**config.mk**
```make
export PLATFORM = sky130hd
export DESIGN_NAME = register_file_flat
export DESIGN_NICKNAME = d
export VERILOG_FILES = /design/src/rtl/register_file_if.sv /design/src/rtl/register_file.sv /design/src/flat_wrapper.sv
export SDC_FILE = /design/constraint.sdc
export NUM_CORES = 1
export LEC_CHECK = 0
export BUFFER_PORTS_ARGS = -buffer_cell sky130_fd_sc_hd__buf_2
export CAP_MARGIN = 5
export CORE_ASPECT_RATIO = 1.25
export CORE_MARGIN = 1.5
export CORE_UTILIZATION = 45
export DETAILED_ROUTE_END_ITERATION = 12
export MAX_ROUTING_LAYER = met4
export PLACE_DENSITY = 0.76
export SLEW_MARGIN = 20
export SYNTH_ARGS = -nofsm -noshare
export SYNTH_HDL_FRONTEND = slang
export SYNTH_SLANG_ARGS = --single-unit
```
**constraint.sdc**
```tcl
create_clock -name clk -period 2 [get_ports clk]
set_input_delay 0.2 -clock clk [delete_from_list [all_inputs] [get_ports clk]]
set_output_delay 0.2 -clock clk [all_outputs]
set_load 0.02 [all_outputs]
```
**src/rtl/register_file_if.sv**
```systemverilog
// Register-file access bundle: write-back write port, two decode read ports,
// debug read port and last-retirement observation signals.
interface register_file_if #(
  parameter int DATA_W = 16,
  parameter int ADDR_W = 3
);
  // Write-back stage write port
  logic              RegWrite;
  logic [ADDR_W-1:0] WriteReg;
  logic [DATA_W-1:0] WriteData;
  // Decode stage read ports
  logic [ADDR_W-1:0] ReadReg1;
  logic [ADDR_W-1:0] ReadReg2;
  logic [DATA_W-1:0] ReadData1;
  logic [DATA_W-1:0] ReadData2;
  // Debug read port
  logic [ADDR_W-1:0] Dbg_Addr;
  logic [DATA_W-1:0] Dbg_Data;
  // Last committed write observation
  logic              Last_Valid;
  logic [ADDR_W-1:0] Last_WriteReg;
  logic [DATA_W-1:0] Last_WriteData;
  logic [15:0]       Write_Count;

  // Pipeline side: drives indices and write data, consumes read data.
  modport master (
    output RegWrite, WriteReg, WriteData, ReadReg1, ReadReg2, Dbg_Addr,
    input  ReadData1, ReadData2, Dbg_Data,
           Last_Valid, Last_WriteReg, Last_WriteData, Write_Count
  );

  // Register file side.
  modport slave (
    input  RegWrite, WriteReg, WriteData, ReadReg1, ReadReg2, Dbg_Addr,
    output ReadData1, ReadData2, Dbg_Data,
           Last_Valid, Last_WriteReg, Last_WriteData, Write_Count
  );
endinterface

```
**src/rtl/register_file.sv**
```systemverilog
// Architectural register file: 8 x 16-bit, R0 reads as zero and ignores
// writes. Two decode read ports with write-through bypass, a debug port
// without bypass, and a record of the most recent committed write.
module register_file #(
  parameter int DATA_W   = 16,
  parameter int ADDR_W   = 3,
  parameter int NUM_REGS = 8
) (
  input logic            clk,
  input logic            rst_n,
  register_file_if.slave bus
);

  logic [DATA_W-1:0] regs [NUM_REGS];
  logic              commit;
  logic [DATA_W-1:0] read_data1;
  logic [DATA_W-1:0] read_data2;
  logic [DATA_W-1:0] dbg_data;
  logic              last_valid;
  logic [ADDR_W-1:0] last_write_reg;
  logic [DATA_W-1:0] last_write_data;
  logic [15:0]       write_count;

  // A write to R0 is not a commit: it changes no state at all.
  assign commit = bus.RegWrite && (bus.WriteReg != '0);

  // Register array update; the whole array clears on reset.
  // NOTE: this array must be built from resettable flops, not a RAM macro,
  // because every register has to read back zero immediately after reset.
  // NOTE: sequential state uses non-blocking assignments only, so every
  // flop samples pre-edge values regardless of statement order.
  always_ff @(posedge clk or negedge rst_n) begin
    if (!rst_n) begin
      for (int i = 0; i < NUM_REGS; i++) begin
        regs[i] <= '0;
      end
    end else if (commit) begin
      regs[bus.WriteReg] <= bus.WriteData;
    end
  end

  // Last-retirement record and wrapping commit counter.
  always_ff @(posedge clk or negedge rst_n) begin
    if (!rst_n) begin
      last_valid      <= 1'b0;
      last_write_reg  <= '0;
      last_write_data <= '0;
      write_count     <= '0;
    end else if (commit) begin
      last_valid      <= 1'b1;
      last_write_reg  <= bus.WriteReg;
      last_write_data <= bus.WriteData;
      write_count     <= write_count + 16'd1;
    end
  end

  // Decode read ports: R0 is zero, a same-cycle write to the index forwards.
  // NOTE: each output gets a default first so no path leaves it unassigned
  // and no latch is inferred.
  always_comb begin
    read_data1 = '0;
    read_data2 = '0;
    if (bus.ReadReg1 != '0) begin
      if (bus.RegWrite && (bus.WriteReg == bus.ReadReg1)) begin
        read_data1 = bus.WriteData;
      end else begin
        read_data1 = regs[bus.ReadReg1];
      end
    end
    if (bus.ReadReg2 != '0) begin
      if (bus.RegWrite && (bus.WriteReg == bus.ReadReg2)) begin
        read_data2 = bus.WriteData;
      end else begin
        read_data2 = regs[bus.ReadReg2];
      end
    end
  end

  // Debug port shows only the stored value, never the in-flight write.
  always_comb begin
    dbg_data = '0;
    if (bus.Dbg_Addr != '0) begin
      dbg_data = regs[bus.Dbg_Addr];
    end
  end

  assign bus.ReadData1      = read_data1;
  assign bus.ReadData2      = read_data2;
  assign bus.Dbg_Data       = dbg_data;
  assign bus.Last_Valid     = last_valid;
  assign bus.Last_WriteReg  = last_write_reg;
  assign bus.Last_WriteData = last_write_data;
  assign bus.Write_Count    = write_count;

endmodule

```
**src/flat_wrapper.sv**
```systemverilog
// flat-port wrapper written by rule: the top's interface ports become plain ports
module register_file_flat 
#(
  parameter int DATA_W   = 16,
  parameter int ADDR_W   = 3,
  parameter int NUM_REGS = 8
)
  (clk, rst_n, bus_RegWrite, bus_WriteReg, bus_WriteData, bus_ReadReg1, bus_ReadReg2, bus_Dbg_Addr, bus_ReadData1, bus_ReadData2, bus_Dbg_Data, bus_Last_Valid, bus_Last_WriteReg, bus_Last_WriteData, bus_Write_Count);
  register_file_if #(.DATA_W(DATA_W), .ADDR_W(ADDR_W)) bus_i ();
  input logic clk;
  input logic rst_n;
  input wire logic [$bits(bus_i.RegWrite)-1:0] bus_RegWrite;
  input wire logic [$bits(bus_i.WriteReg)-1:0] bus_WriteReg;
  input wire logic [$bits(bus_i.WriteData)-1:0] bus_WriteData;
  input wire logic [$bits(bus_i.ReadReg1)-1:0] bus_ReadReg1;
  input wire logic [$bits(bus_i.ReadReg2)-1:0] bus_ReadReg2;
  input wire logic [$bits(bus_i.Dbg_Addr)-1:0] bus_Dbg_Addr;
  output wire logic [$bits(bus_i.ReadData1)-1:0] bus_ReadData1;
  output wire logic [$bits(bus_i.ReadData2)-1:0] bus_ReadData2;
  output wire logic [$bits(bus_i.Dbg_Data)-1:0] bus_Dbg_Data;
  output wire logic [$bits(bus_i.Last_Valid)-1:0] bus_Last_Valid;
  output wire logic [$bits(bus_i.Last_WriteReg)-1:0] bus_Last_WriteReg;
  output wire logic [$bits(bus_i.Last_WriteData)-1:0] bus_Last_WriteData;
  output wire logic [$bits(bus_i.Write_Count)-1:0] bus_Write_Count;
  assign bus_i.RegWrite = bus_RegWrite;
  assign bus_i.WriteReg = bus_WriteReg;
  assign bus_i.WriteData = bus_WriteData;
  assign bus_i.ReadReg1 = bus_ReadReg1;
  assign bus_i.ReadReg2 = bus_ReadReg2;
  assign bus_i.Dbg_Addr = bus_Dbg_Addr;
  assign bus_ReadData1 = bus_i.ReadData1;
  assign bus_ReadData2 = bus_i.ReadData2;
  assign bus_Dbg_Data = bus_i.Dbg_Data;
  assign bus_Last_Valid = bus_i.Last_Valid;
  assign bus_Last_WriteReg = bus_i.Last_WriteReg;
  assign bus_Last_WriteData = bus_i.Last_WriteData;
  assign bus_Write_Count = bus_i.Write_Count;
  register_file #(.DATA_W(DATA_W), .ADDR_W(ADDR_W), .NUM_REGS(NUM_REGS)) u_core (.clk(clk), .rst_n(rst_n), .bus(bus_i));
endmodule
```
# [Word level (Yosys, flattened, before mapping)]
# Cells that the tools add are included.
[classes] n_addsub=1 n_lt_le_gt_ge=5 eq_ne=2 mux=17 n_bitwise=4 n_reduce_logical=8
[op_table] operator="2-to-1 mux 16 bit" count=12
[op_table] operator="binary-select mux 16 bit (select 3 bit)" count=3
[op_table] operator="bitwise mux 128 bit" count=1
[op_table] operator="demux 16 bit (select 3 bit)" count=1
[op_table] operator="adder 16 x 1 -> 16 bit, second input constant" count=1
[op_table] operator="greater-or-equal comparator 4 bit, second input constant" count=4
[op_table] operator="NOT 3 -> 4 bit" count=4
[op_table] operator="nonzero test 3 bit" count=4
[op_table] operator="equality test 3 bit" count=2
[op_table] operator="logical AND 1 bit" count=4
[op_table] operator="< comparator 4 x 1 -> 1 bit, second input constant" count=1
[word_totals] reg_bits=164 out_inout_bits=84

# [Depth between registers and ports, before layout]
# Gate-level depths: netlist of the first run.
[depth] depth_word=6 depth_mapped=7 depth_no_buf=5

# [Worst setup path after synthesis of the first run]
# Ideal clock, no wire load.
[synth_timing] kind="input-to-output" startpoint="input bus_ReadReg1[0]" endpoint="output bus_ReadData1[10]" arrival_time_ps=1588 required_ps=1800 slack_ps=212 stages=7 n_path_buf=3 cell_sequence="buf_2 xnor2_1 and4_1 buf_2 buf_6 a211oi_2 nor3_1"
[synth_via] elab_chain_cells=6
[synth_rtl] element="from (decl)" line_no="flat_wrapper.sv:15" rtl="input wire logic [$bits(bus_i.ReadReg1)-1:0] bus_ReadReg1;"
[synth_rtl] element="NOT 3 -> 4 bit (implied by the code)" line_no="register_file.sv:67" rtl="read_data1 = regs[bus.ReadReg1];"
[synth_rtl] element="binary-select mux 16 bit (select 3 bit)" line_no="register_file.sv:67"
[synth_rtl] element="2-to-1 mux 16 bit (implied by the code) (2 in series)" line_no="register_file.sv:67"
[synth_rtl] element="2-to-1 mux 16 bit" line_no="register_file.sv:64" rtl="if (bus.RegWrite && (bus.WriteReg == bus.ReadReg1)) begin"
[synth_rtl] element="2-to-1 mux 16 bit (*)" line_no="register_file.sv:63" rtl="if (bus.ReadReg1 != '0) begin"
[synth_rtl] element="to (decl)" line_no="flat_wrapper.sv:18" rtl="output wire logic [$bits(bus_i.ReadData1)-1:0] bus_ReadData1;"
# Mark *: on every way between the ends. The rest lies on a longest branch, timed or not. The select of a mux whose other input is x is not followed.

# [Worst setup path in the final report of the first run]
[layout_timing] startpoint="register u_core.regs[5] in the netlist's numbering" endpoint="output bus_ReadData2[5]"
[layout_via] elab_chain_cells=5
[layout_rtl] element="from (decl)" line_no="register_file.sv:14" rtl="logic [DATA_W-1:0] regs [NUM_REGS];"
[layout_rtl] element="from (signal, indexed assignment)" line_no="register_file.sv:38" rtl="regs[bus.WriteReg] <= bus.WriteData;"
[layout_rtl] element="binary-select mux 16 bit (select 3 bit)" line_no="register_file.sv:74" rtl="read_data2 = regs[bus.ReadReg2];"
[layout_rtl] element="2-to-1 mux 16 bit (implied by the code) (2 in series)" line_no="register_file.sv:74"
[layout_rtl] element="2-to-1 mux 16 bit" line_no="register_file.sv:71" rtl="if (bus.RegWrite && (bus.WriteReg == bus.ReadReg2)) begin"
[layout_rtl] element="2-to-1 mux 16 bit" line_no="register_file.sv:70" rtl="if (bus.ReadReg2 != '0) begin"
[layout_rtl] element="to (decl)" line_no="flat_wrapper.sv:19" rtl="output wire logic [$bits(bus_i.ReadData2)-1:0] bus_ReadData2;"
# No other way between the ends. The select of a mux whose other input is x is not followed.

==> run summary, run 1 <==
result of the run -> complete, but fails checks
violated checks -> negative setup slack
number of diodes -> 0
Hold Path End -> u_core.bus.Last_WriteData[1]
Boundary Pins -> 115
vias in the first global route -> 7,777
setup slack, reg-to-reg -> 0.44 ns
worst hold stages -> 3
CP Cell Sequence -> mux4_2, a211oi_2, nor3_2, buf_4
largest family of logic cells by synthesized area -> multiplexers
fraction of synthesis flops using an asynchronous set or reset pin -> 1.00
area leader, netlist -> sky130_fd_sc_hd__dfrtp_1
pin slew with the least headroom to its limit -> 0.525 ns
synthesized cell area -> 9780 um^2
net total in the final layout -> 940
synthesized area per cell -> 12.3 um^2
number of standard cells after synthesis -> 793
dominant synthesized flop cell -> sky130_fd_sc_hd__dfrtp_1
number of buffers inserted by port buffering -> 114
clock root buffer master -> sky130_fd_sc_hd__clkbuf_16
Peak supply drop -> 0.581 mV
reg-to-reg endpoint -> u_core.bus.Write_Count[13]
arrival time of data at the critical path endpoint -> 1.83 ns
worst-case clock skew -> 0.00274 ns
post-route design area -> 11,700 um^2
number of synthesized flops with an enable pin -> 0
buffer levels on the longest clock path -> 2
Leakage -> 5.22 nW
leading cell types by total area after synthesis -> sky130_fd_sc_hd__dfrtp_1, sky130_fd_sc_hd__mux4_2, sky130_fd_sc_hd__mux2_1
synthesized net count -> 825
Worst Path Class, Setup -> reg -> out
Final Hold Violating Endpoints -> 0
min cycle time layout -> 2.03 ns
Total Wirelength -> 28,200 um
Buffers & Inverters on Critical Path -> 1
switching pwr -> 3.73 mW
DR DRC count -> 0
Setup TNS -> -0.153 ns
endpoint type of the worst setup path -> primary output
number of placed instances, taps included -> 1,151
adder and majority gate portion of the synthesized area -> 0.00128
Worst-Skew Late Latency -> 0.43 ns
effective utilization at floorplan -> 0.457
Via density -> 6.12
area fraction in compound gates after synthesis -> 0.0780
multiplexer share of the synthesized area -> 0.330
top cell family by delay on the critical path -> multiplexers
cts bufs inserted -> 17
Switching Share -> 0.336
CTS sink cnt -> 164
most frequent cell after synthesis -> sky130_fd_sc_hd__dfrtp_1
core area -> 21,400 um^2
count of routing violations after the opening detailed-route iteration -> 634
worst-path maximum fanout -> 3
router iterations before antenna repair -> 5
combinational cell fraction of total power -> 0.315
portion of the clock cycle consumed by the worst path in the final layout -> 1.02
data required time at the worst endpoint -> 1.80 ns
RSZ-0062 raised after global routing -> true
final setup vio count -> 7
clock-pin slew of the registers on the worst-case setup and hold paths -> 0.06 ns
clock tree from TritonCTS -> yes
logic depth of the worst path, buffers included -> 4
number of standard cells in the final layout excluding fillers -> 1,200
YS warnings -> 0
part of the power in registers -> 0.412
routed wire length per instance -> 23.5 um
slowest cell on the critical path -> sky130_fd_sc_hd__mux4_2
antenna viol nets, final -> 0
DPL Wire Length -> 18,700 um
max-slew violations -> 0
sort of element at the start of the critical path -> register
via count -> 7,345
die width -> 135 um
fraction of synthesized cell area in xor and xnor cells -> 0.0188
maximum achievable frequency -> 492 MHz
Post-Synth Simple-Gate Area -> 0.0941
Rows -> 60
DIE AREA -> 22,600 um^2
most numerous cell types in the synthesized netlist -> sky130_fd_sc_hd__dfrtp_1, sky130_fd_sc_hd__nand2_1, sky130_fd_sc_hd__mux2i_1
class of the tightest hold or removal check -> in -> reg
initial antenna violation count -> 0
Int Pwr -> 7.37 mW
Chip Height -> 168 um
Overflow after GRT -> 0
worst rel slew slack -> 0.650
synthesis-to-layout area growth -> 19.8%
max incr delay on CP -> 0.49 ns
PnR worst setup slack -> -0.0322 ns
Synth Register Bits -> 164
final weighted congestion in routability-driven placement -> 0.886
worst-case reg-to-reg path depth -> 4
standard cell area after detailed placement -> 10,900 um^2
total global routing track utilization -> 0.267
Worst Min Path Start -> bus_WriteData[1]
startpoint of the worst register-to-register path -> u_core.bus.Write_Count[2]
reported max-cap violation count -> 0
H-tree levels -> 4
global-route wire length before repair -> 44,200 um
share of power burned in the clock network -> 0.273
post-synth top area share -> 0.419
largest net degree at the start of global routing -> 52
ratio of cells with drive above 1 in the final layout -> 0.427
count of distinct cell types in the synthesized netlist -> 44
Tot Pwr -> 11.1 mW
power density of the placed cells -> 946 nW/um^2
register area share after synthesis -> 0.419
kinds of logic after synthesis:
family / after synthesis
AOI/OAI and AO/OA: 101
xor gates and xnor gates: 21
adders and majority gates: 1
buffers and inverters: 96
DFF: 164
muxes: 240
and+or+nand+nor: 170
layout by cell type (no fill, tap or decap), types with 17 or more instances in the layout:
master,netlist,final
sky130_fd_sc_hd__buf_12,0,21
sky130_fd_sc_hd__mux4_2,50,50
sky130_fd_sc_hd__mux2i_1,63,63
sky130_fd_sc_hd__nor2_1,34,34
sky130_fd_sc_hd__nand2_1,77,77
sky130_fd_sc_hd__dfrtp_1,164,164
sky130_fd_sc_hd__buf_4,10,66
sky130_fd_sc_hd__mux2_1,60,60
sky130_fd_sc_hd__clkbuf_16,0,17
sky130_fd_sc_hd__buf_2,31,98
sky130_fd_sc_hd__nor3_1,27,19
sky130_fd_sc_hd__xnor2_1,20,20
sky130_fd_sc_hd__a211oi_2,13,28
sky130_fd_sc_hd__mux2_2,57,57
sky130_fd_sc_hd__o22ai_1,32,32
how the worst max path moves through the flow:
stage	startpoint	to
after detailed placement	bus_ReadReg2[1]	bus_ReadData2[2]
after CTS	u_core.regs[42]	bus_ReadData2[10]
after global routing	u_core.regs[5]	bus_ReadData2[5]
after floorplan	bus_ReadReg1[0]	bus_ReadData1[10]
after global placement	bus_ReadReg2[2]	bus_ReadData2[7]
final	u_core.regs[5]	bus_ReadData2[5]
worst reg2reg max path: cells and delay by family (launching register included):
kind	cells	cell delay [ns]
DFF	1	0.44
and+or+nand+nor	3	0.88
xor gates and xnor gates	1	0.14
area by class of cell:
type,count,area [um^2]
clock inverters,9,72.6
flip-flops and latches,164,4100
fillers,1804,9670
inverters,1,3.75
multi-input cells,533,5250
clock buffers,23,468
repair buffers,191,1470
well taps,279,349
sequential cells by signal (all words and copies together), names as in the netlist:
name,count
u_core.bus.Write_Count,16
u_core.bus.Last_WriteReg,3
u_core.bus.Last_WriteData,16
u_core.bus.Last_Valid,1
u_core.regs,128
layer usage:
metal | GRT usage | vias to the layer above | part of all wire
li1 | - | 3169 | -
met1 | 0.326 | 3697 | 0.39
met2 | 0.427 | 387 | 0.50
met3 | 0.0563 | 92 | 0.070
met4 | 0.122 | 0 | 0.043
met5 | - | - | 0
power by group through the flow:
stage,Clock (mW),Sequential [mW],Combinational [mW]
final,3.03,4.58,3.49
after global routing,3.19,4.65,3.74
after global placement,0,4.57,3.14
after detailed placement,0,4.60,3.21
after floorplan,0,4.52,2.18
after CTS,3.07,4.54,3.41
through the flow:
stage	hold WS, ns	worst slack, ns	util
floorplan	-0.0956	0.212	-
global placement	0.196	0.0646	0.507
detailed placement	0.195	0.0709	0.507
CTS	0.0589	-0.0246	0.544
global route	0.0947	-0.0938	0.548
finish	0.0751	-0.0322	0.548
repair_timing:
item                                    CTS  global route
setup buffers                            14             6
hold buffers                              1             0
endpoints found under the setup margin   31            37
endpoints found under the hold margin    48             0
pin swaps                                42             3
resized for setup                        37            16
(Power assumes the default switching activity.)
==> inputs of run 2 (changes only) <==
--- a/config.mk
+++ b/config.mk
@@ -10,10 +10,11 @@
 export CORE_ASPECT_RATIO = 1.25
 export CORE_MARGIN = 1.5
 export CORE_UTILIZATION = 45
+export CTS_CLUSTER_SIZE = 20
 export DETAILED_ROUTE_END_ITERATION = 12
 export MAX_ROUTING_LAYER = met4
-export PLACE_DENSITY = 0.76
 export SLEW_MARGIN = 20
 export SYNTH_ARGS = -nofsm -noshare
 export SYNTH_HDL_FRONTEND = slang
 export SYNTH_SLANG_ARGS = --single-unit
+export TNS_END_PERCENT = 30
==> run summary, run 2 (synthesized netlist as in run 1, its figures left out) <==
top library cells by usage in the layout, fill and taps aside -> sky130_fd_sc_hd__dfrtp_1, sky130_fd_sc_hd__buf_2, sky130_fd_sc_hd__nand2_1 (unchanged)
Via density -> 6.13 (was 6.12)
reg-to-reg endpoint -> u_core.bus.Write_Count[13] (unchanged)
maximum achievable frequency -> 486 MHz (was 492 MHz)
clock-pin slew of the registers on the worst-case setup and hold paths -> 0.07 ns (was 0.06 ns)
setup slack, reg-to-reg -> 0.46 ns (was 0.44 ns)
sort of element at the start of the critical path -> register (unchanged)
violated checks -> negative setup slack (unchanged)
met1 WL -> 12,200 um (was 11,000 um)
Biggest register -> u_core.regs (unchanged)
final weighted congestion in routability-driven placement -> 0.851 (was 0.886)
via count -> 7,326 (was 7,345)
worst hold stages -> 3 (unchanged)
portion of the clock cycle consumed by the worst path in the final layout -> 1.03 (was 1.02)
worst rel slew slack -> 0.687 (was 0.650)
power density of the placed cells -> 969 nW/um^2 (was 946 nW/um^2)
worst-case reg-to-reg path depth -> 4 (unchanged)
critical path startpoint -> u_core.regs[37] (was u_core.regs[5])
data required time at the worst endpoint -> 1.80 ns (about the same)
DR DRC count -> 0 (unchanged)
number of standard cells in the final layout excluding fillers -> 1,195 (was 1,200)
cts bufs inserted -> 17 (unchanged)
Boundary Pins -> 115 (unchanged)
Tot Pwr -> 11.3 mW (was 11.1 mW)
H-tree levels -> 4 (unchanged)
largest net degree at the start of global routing -> 54 (was 52)
share of the core filled with cells in the final layout -> 0.546 (was 0.548)
class of the tightest hold or removal check -> in -> reg (unchanged)
router iterations before antenna repair -> 5 (unchanged)
number of flip-flops in the largest register -> 128 (unchanged)
DPL Wire Length -> 20,000 um (was 18,700 um)
vias in the first global route -> 7,650 (was 7,777)
Overflow after GRT -> 0 (unchanged)
end point of the critical path -> bus_ReadData1[5] (was bus_ReadData2[5])
startpoint of the worst register-to-register path -> u_core.bus.Write_Count[2] (unchanged)
effective utilization at floorplan -> 0.457 (unchanged)
Leakage -> 5.21 nW (was 5.22 nW)
max-slew violations -> 0 (unchanged)
max incr delay on CP -> 0.52 ns (was 0.49 ns)
slowest cell on the critical path -> sky130_fd_sc_hd__mux4_2 (unchanged)
PnR worst setup slack -> -0.0573 ns (was -0.0322 ns)
net total in the final layout -> 936 (was 940)
Rows -> 60 (unchanged)
clock tree from TritonCTS -> yes (unchanged)
RSZ-0062 raised after global routing -> true (unchanged)
number of placed instances, taps included -> 1,153 (was 1,151)
metal3 WL -> 1680 um (was 1970 um)
worst-path maximum fanout -> 3 (unchanged)
clock root buffer master -> sky130_fd_sc_hd__clkbuf_16 (unchanged)
die width -> 135 um (unchanged)
number of buffers inserted by port buffering -> 114 (unchanged)
Final Hold Violating Endpoints -> 0 (unchanged)
DIE AREA -> 22,600 um^2 (unchanged)
met2 wire length -> 14,400 um (was 14,000 um)
commonest non-fill, non-tap cell in the layout -> sky130_fd_sc_hd__dfrtp_1 (unchanged)
total global routing track utilization -> 0.276 (was 0.267)
count of routing violations after the opening detailed-route iteration -> 567 (was 634)
highest routed metal layer -> met4 (unchanged)
result of the run -> complete, but fails checks (unchanged)
routed wire length per instance -> 24.5 um (was 23.5 um)
global-route wire length before repair -> 45,400 um (was 44,200 um)
Chip Height -> 168 um (unchanged)
Total Wirelength -> 29,300 um (was 28,200 um)
CP Cell Sequence -> mux4_2, a211oi_4, nor3_2, buf_4 (was mux4_2, a211oi_2, nor3_2, buf_4)
antenna viol nets, final -> 0 (unchanged)
Peak supply drop -> 0.660 mV (was 0.581 mV)
core area -> 21,400 um^2 (unchanged)
reported max-cap violation count -> 0 (unchanged)
initial antenna violation count -> 0 (unchanged)
ratio of cells with drive above 1 in the final layout -> 0.429 (was 0.427)
CTS sink cnt -> 164 (unchanged)
buffer levels on the longest clock path -> 2 (unchanged)
final setup vio count -> 9 (was 7)
pin slew with the least headroom to its limit -> 0.470 ns (was 0.525 ns)
worst-case clock skew -> 0.00183 ns (was 0.00274 ns)
min cycle time layout -> 2.06 ns (was 2.03 ns)
arrival time of data at the critical path endpoint -> 1.86 ns (was 1.83 ns)
Worst Path Class, Setup -> reg -> out (unchanged)
number of diodes -> 0 (unchanged)
synthesis-to-layout area growth -> 19.3% (was 19.8%)
endpoint type of the worst setup path -> primary output (unchanged)
Worst-Skew Late Latency -> 0.43 ns (about the same)
run 2: changes by cell type in the layout (fill, tap and decap cells not counted), sizes merged:
| cell | delta |
|---|---|
| clkinvlp | -3 |
| bufinv | +2 |
| buf | -4 |
| clkbuf | -6 |
| inv | +6 |
run 2: where the power goes:
part	leakage (nW)	internal (mW)	switching [mW]	total [mW]
clock network	0.284	1.87	1.47	3.34
logic	2.91	1.70	1.70	3.40
registers	2.01	3.92	0.648	4.57
total	5.21	7.50	3.81	11.3
run 2: worst min-delay path by stage:
| stage | from | end | slack, ns |
|---|---|---|---|
| 2_1_floorplan | rst_n | u_core.bus.Last_Valid | -0.1 |
| 3_3_place_gp | rst_n | u_core.regs[106] | 0.14 |
| 3_5_place_dp | rst_n | u_core.regs[90] | 0.15 |
| 4_1_cts | bus_WriteData[12] | u_core.bus.Last_WriteData[12] | 0.06 |
| 5_1_grt | bus_WriteData[1] | u_core.bus.Last_WriteData[1] | 0.09 |
| 6_report | bus_WriteData[1] | u_core.bus.Last_WriteData[1] | 0.07 |
run 2: through the flow:
step / hold WS, ns / setup TNS [ns] / cell area [um^2] / setup WS [ns]
after floorplan: -0.0956 / 0 / 9780 / 0.212
after global placement: 0.144 / 0 / 10800 / 0.0549
after detailed placement: 0.149 / 0 / 10800 / 0.0263
after CTS: 0.0575 / -0.295 / 11600 / -0.0578
after global routing: 0.0853 / -1.14 / 11700 / -0.0959
final: 0.0691 / -0.175 / 11700 / -0.0573
run 2: timing repair:
item | 4_1_cts | 5_1_grt
buffers inserted | 7 | 3
endpoints found under the hold margin | 37 | 0
pin swaps | 29 | 13
setup endpoints to repair | 30 | 36
gates cloned | 0 | 0
gates resized for setup | 28 | 20
hold buffers | 1 | 0
run 2: critical path: cells and delay by family (launching register included):
family | cells | cell delay (ns)
multiplexers | 1 | 0.52
flip-flops | 1 | 0.41
AO/OA/AOI/OAI | 1 | 0.27
buffers and inverters | 1 | 0.16
AND/OR/NAND/NOR | 1 | 0.07
run 2: cell type report:
cell class,count,area (um^2)
timing repair buffer,187,1370
clock inverter,14,165
inverter,1,3.75
multi-input combinational,533,5260
fill,1788,9720
tap,279,349
clock buffer,17,425
sequential,164,4100
run 2: layer usage:
metal	track usage	vias to the layer above
li1	-	3160
met1	0.354	3739
met2	0.442	347
met3	0.0443	80
met4	0.100	0
met5	-	-
